--- config.mk ---
export PLATFORM = sky130hd
export DESIGN_NAME = core_bpu_ras
export DESIGN_NICKNAME = d
export VERILOG_FILES = /design/src/rtl/core_bpu_ras.sv
export SDC_FILE = /design/constraint.sdc
export NUM_CORES = 1
export LEC_CHECK = 0
export ABC_AREA = 1
export ABC_CLOCK_PERIOD_IN_PS = 10200
export BUFFER_PORTS_ARGS = -buffer_cell sky130_fd_sc_hd__clkbuf_2
export CAP_MARGIN = 40
export CORE_MARGIN = 4
export CORE_UTILIZATION = 36
export DETAILED_ROUTE_END_ITERATION = 6
export SLEW_MARGIN = 25
export SYNTH_ARGS = -nofsm -noshare
export SYNTH_HDL_FRONTEND = slang
export SYNTH_SLANG_ARGS = --single-unit
--- constraint.sdc ---
create_clock -name clk -period 10.2 [get_ports clk]
set_input_delay 2.04 -clock clk [delete_from_list [all_inputs] [get_ports clk]]
set_output_delay 2.04 -clock clk [all_outputs]
set_load 0.005 [all_outputs]
--- src/rtl/core_bpu_ras.sv ---
// rtl/core_bpu_ras.sv - return address stack with speculative push/pop and misprediction recovery
module core_bpu_ras #(
  parameter int DEPTH = 8,
  parameter int PTR_W = 3
) (
  input  logic             clk,
  input  logic             rst,
  input  logic             f_valid_i,
  input  logic [1:0]       f_type_i,
  input  logic [31:0]      f_pc_i,
  output logic [31:0]      top_o,
  output logic             top_valid_o,
  output logic [PTR_W-1:0] ptr_o,
  input  logic             c_valid_i,
  input  logic             c_miss_i,
  input  logic [1:0]       c_type_i,
  input  logic [PTR_W-1:0] c_ptr_i,
  input  logic [31:0]      c_pc_i
);

  localparam logic [1:0] TYPE_CALL = 2'd1;
  localparam logic [1:0] TYPE_RET  = 2'd2;

  logic [31:0]      stack_q [DEPTH];
  logic [31:0]      stack_d [DEPTH];
  logic [DEPTH-1:0] valid_q;
  logic [DEPTH-1:0] valid_d;
  logic [PTR_W-1:0] ptr_q;
  logic [PTR_W-1:0] ptr_d;
  logic [PTR_W-1:0] ptr_inc;
  logic [PTR_W-1:0] ptr_dec;
  logic             recover;

  assign recover = c_valid_i && c_miss_i;
  // Pointer arithmetic wraps naturally at PTR_W bits, giving modulo-DEPTH behaviour.
  assign ptr_inc = ptr_q + PTR_W'(1);
  assign ptr_dec = ptr_q - PTR_W'(1);

  always_comb begin
    stack_d = stack_q;
    valid_d = valid_q;
    ptr_d   = ptr_q;
    if (recover) begin
      // The jump unit's checkpoint is authoritative; any fetch update this cycle is dropped.
      ptr_d = c_ptr_i;
      if (c_type_i == TYPE_CALL) begin
        stack_d[c_ptr_i] = c_pc_i + 32'd4;
        valid_d[c_ptr_i] = 1'b1;
      end
    end else if (f_valid_i) begin
      if (f_type_i == TYPE_CALL) begin
        ptr_d            = ptr_inc;
        stack_d[ptr_inc] = f_pc_i + 32'd4;
        valid_d[ptr_inc] = 1'b1;
      end else if (f_type_i == TYPE_RET) begin
        ptr_d = ptr_dec;
      end
    end
  end

  always_ff @(posedge clk or posedge rst) begin
    if (rst) begin
      stack_q <= '{default: '0};
      valid_q <= '0;
      ptr_q   <= '0;
    end else begin
      stack_q <= stack_d;
      valid_q <= valid_d;
      ptr_q   <= ptr_d;
    end
  end

  assign top_o       = stack_q[ptr_q];
  assign top_valid_o = valid_q[ptr_q];
  assign ptr_o       = ptr_q;

endmodule

==> impl_metrics.py <==
metrics = {
    "clocking": {
        "path_clk_slew_ps": 60,
        "cts_hold_buf": 0,
        "root_buffer": "clkbuf_16",
        "clock_latency_ps": 550,
        "cts_tree": "done",
        "cts_made_buffers": 34,
        "clockBufferDepth": 3,
        "htree_num_levels": 2,
        "post_cts_buffers": 0,
        "cts_resized": 0,
        "cts_num_sinks": 267,
    },
    "run": {
        "timing.max_cap.violations": 0,
    },
    "routing": {
        "routed_wl_um": 73000,
        "avgRoutedWirePerCell_um": 22.2,
        "met2_length_um": 32700,
        "ant_nets": 0,
        "num_vias": 19000,
        "dr.max_layer_used": "met4",
        "drtIter0Drc": 2207,
        "met1_length_um": 29700,
        "routed-wl-met3_um": 7060,
        "firstDrtPassIters": 6,
        "vias_per_cell": 5.77,
        "drc": 0,
    },
    "yosys": {
        "post_synth_num_cell_types": 39,
        "syn_avg_cell_area_um2": 6.57,
        "synth_area_mm2": 0.0172,
        "yosysWarnings": 0,
        "synth_seq_cells": 267,
        "yosysSeqAreaShare_pct": 38.9,
        "synthCells": 2615,
        "syn_nets": 2695,
    },
    "floorplanning": {
        "initial_core_util_pct": 36.6,
        "core_area_mm2": 0.0469,
        "dieHeight_um": 226,
        "dieArea_mm2": 0.0513,
        "die_width_um": 226,
        "io_pins": 112,
        "row_count": 79,
    },
    "cells_and_area": {
        "final_cell_mix": "nand2_1, nand3_1, dfrtp_1",
        "area_delta_synth_final_pct": 14.0,
        "num_antenna_cells": 0,
        "drive_gt1_share_pct": 9.87,
        "num-fill-cells": 4934,
        "final_nets": 2742,
        "register_area_mm2": 0.00669,
        "multi_input_area_mm2": 0.00938,
        "instances_no_fill": 3293,
        "final_common_cell": "nand2_1",
    },
    "setup_path": {
        "critPathCaptureType": "output pin",
        "cp.arrival_ps": 3400,
        "critPathKind": "register to output pin",
        "cp-start-kind": "register",
        "cp_max_fo": 63,
        "crit_path_frequent_cell": "nand2_1",
        "critPathSlowestCell": "dfrtp_4",
        "required_ps": 8160,
        "crit_path_cell_trace": "inv_6, buf_4, buf_12, o21ai_0, o22ai_1, nand2_1, nand2_1, clkbuf_2",
        "cpPeakStageDelay_ps": 730,
    },
    "timing": {
        "relSlewSlack_pct": 40.7,
        "period_share_pct": 53.4,
        "fmax_mhz": 184,
        "slew_violations": 0,
        "setup_viol": 0,
        "finClkSkew_ps": 25.1,
        "tightest_slew_ps": 888,
        "rsz0062_at_grt": "no",
        "fin_crit_ps": 5440,
        "tns_ps": 0,
        "hold_viol_final": 0,
    },
    "global_routing": {
        "antenna_found_initial": 0,
        "grt_pass1_wl_um": 110000,
        "grt_max_degree": 104,
        "overflow": 0,
        "grt_pass1_vias": 17800,
        "grt_util_all_layers_pct": 27.9,
    },
    "place": {
        "place.detailed.hpwl_um": 47700,
        "gp_congestion": 0.942,
        "port-buffer-count": 111,
        "dp.cells": 3229,
    },
    "min_path": {
        "hold_path.class": "register to register",
    },
    "outcome": {
        "status": "completed",
    },
    "power": {
        "powerDensity_mw_per_mm2": 215,
        "vdd_drop_max_v": 0.000129,
        "leakagePower_uw": 0.00999,
    },
}
## synth_stat cells (all sizes together)
cell    instances  share of area [%]
nor2          207                4.7
xnor2           5               0.26
o22ai         107                3.9
and2            3               0.11
nor3            4               0.20
nand2        1085                 24
a21oi          38                1.3
ha              4               0.29
a31oi          12               0.44
inv           117                2.6
o21bai         12               0.66
a22oi          20               0.87
dfrtp         267                 39
clkinv          4              0.087
nand3b          1               0.12
o21ai         238                6.9
or2             8               0.29
xor2           10               0.51
buf            87                3.0
clkbuf         56                1.2
nand3         324                9.5
nand4           4               0.15
o211ai          2              0.087
## sequential cells by signal (all words and copies together) (netlist names)
| signal | cells |
|---|---|
| ptr_o | 3 |
| stack_q | 256 |
| valid_q | 8 |
## cells by family (layout without fill, tap and decap cells)
group,after synthesis,in the layout,synth area share (%)
flops,267,267,38.9
buf+inv,264,335,6.85
simple gates,1636,1636,39.0
compound gates,429,429,14.2
xor+xnor,15,15,0.765
fa+ha+maj,4,4,0.291
## final timing paths
kind | slack (ps) | from | cells past startpoint | endpoint
setup / recovery | 4760 | ptr_o[0]$_DFFE_PP0P_ | 8 | top_o[17]
hold / removal | 450 | valid_q[6]$_DFFE_PP0P_ | 2 | valid_q[6]$_DFFE_PP0P_
setup reg to reg | 5170 | ptr_o[0]$_DFFE_PP0P_ | 13 | stack_q[220]$_DFFE_PP0P_
hold reg to reg | 450 | valid_q[6]$_DFFE_PP0P_ | 2 | valid_q[6]$_DFFE_PP0P_
max in group asynchronous | 7260 | rst | 4 | stack_q[206]$_DFFE_PP0P_
min in group asynchronous | 1410 | rst | 2 | stack_q[154]$_DFFE_PP0P_
## layout make-up
type | instances | share of cell area, %
clock buffer | 53 | 5.18
clock inverter | 7 | 0.454
inverter | 121 | 2.40
multi-input combinational | 2084 | 47.9
sequential | 267 | 34.2
tap | 607 | 3.88
timing repair buffer | 154 | 5.97
## power breakdown
group	internal, uW	total (uW)	switching [uW]	leakage [uW]
clock network	733	1230	497	0.000543
logic	486	1450	967	0.00583
registers	1340	1530	194	0.00362
## routing by layer
metal	vias to the layer above	track usage, %
li1	8675	-
met1	8970	37.2
met2	1151	43.9
met3	221	5.59
met4	0	13.0
met5	-	0
## worst max-delay path, delay by kind of cell (launching register included)
kind / cells / cell delay (ps)
AOI/OAI and AO/OA: 2 / 250
buffers and inverters: 4 / 1500
DFF: 1 / 730
and+or+nand+nor: 2 / 250
## through the flow
stage | hold slack (ps) | instance area [um2] | worst slack, ps | util (%) | power (uW)
detailed placement | 442 | 18400 | 5350 | 39.2 | 2960
CTS | 455 | 19500 | 4780 | 41.6 | 4200
global placement | 434 | 18000 | 5160 | 38.4 | 2900
floorplan | 422 | 17200 | 806 | - | 2410
global route | 472 | 19600 | 4630 | 41.8 | 4450
finish | 447 | 19600 | 4760 | 41.8 | 4220
Power figures use the tool's default switching activity.
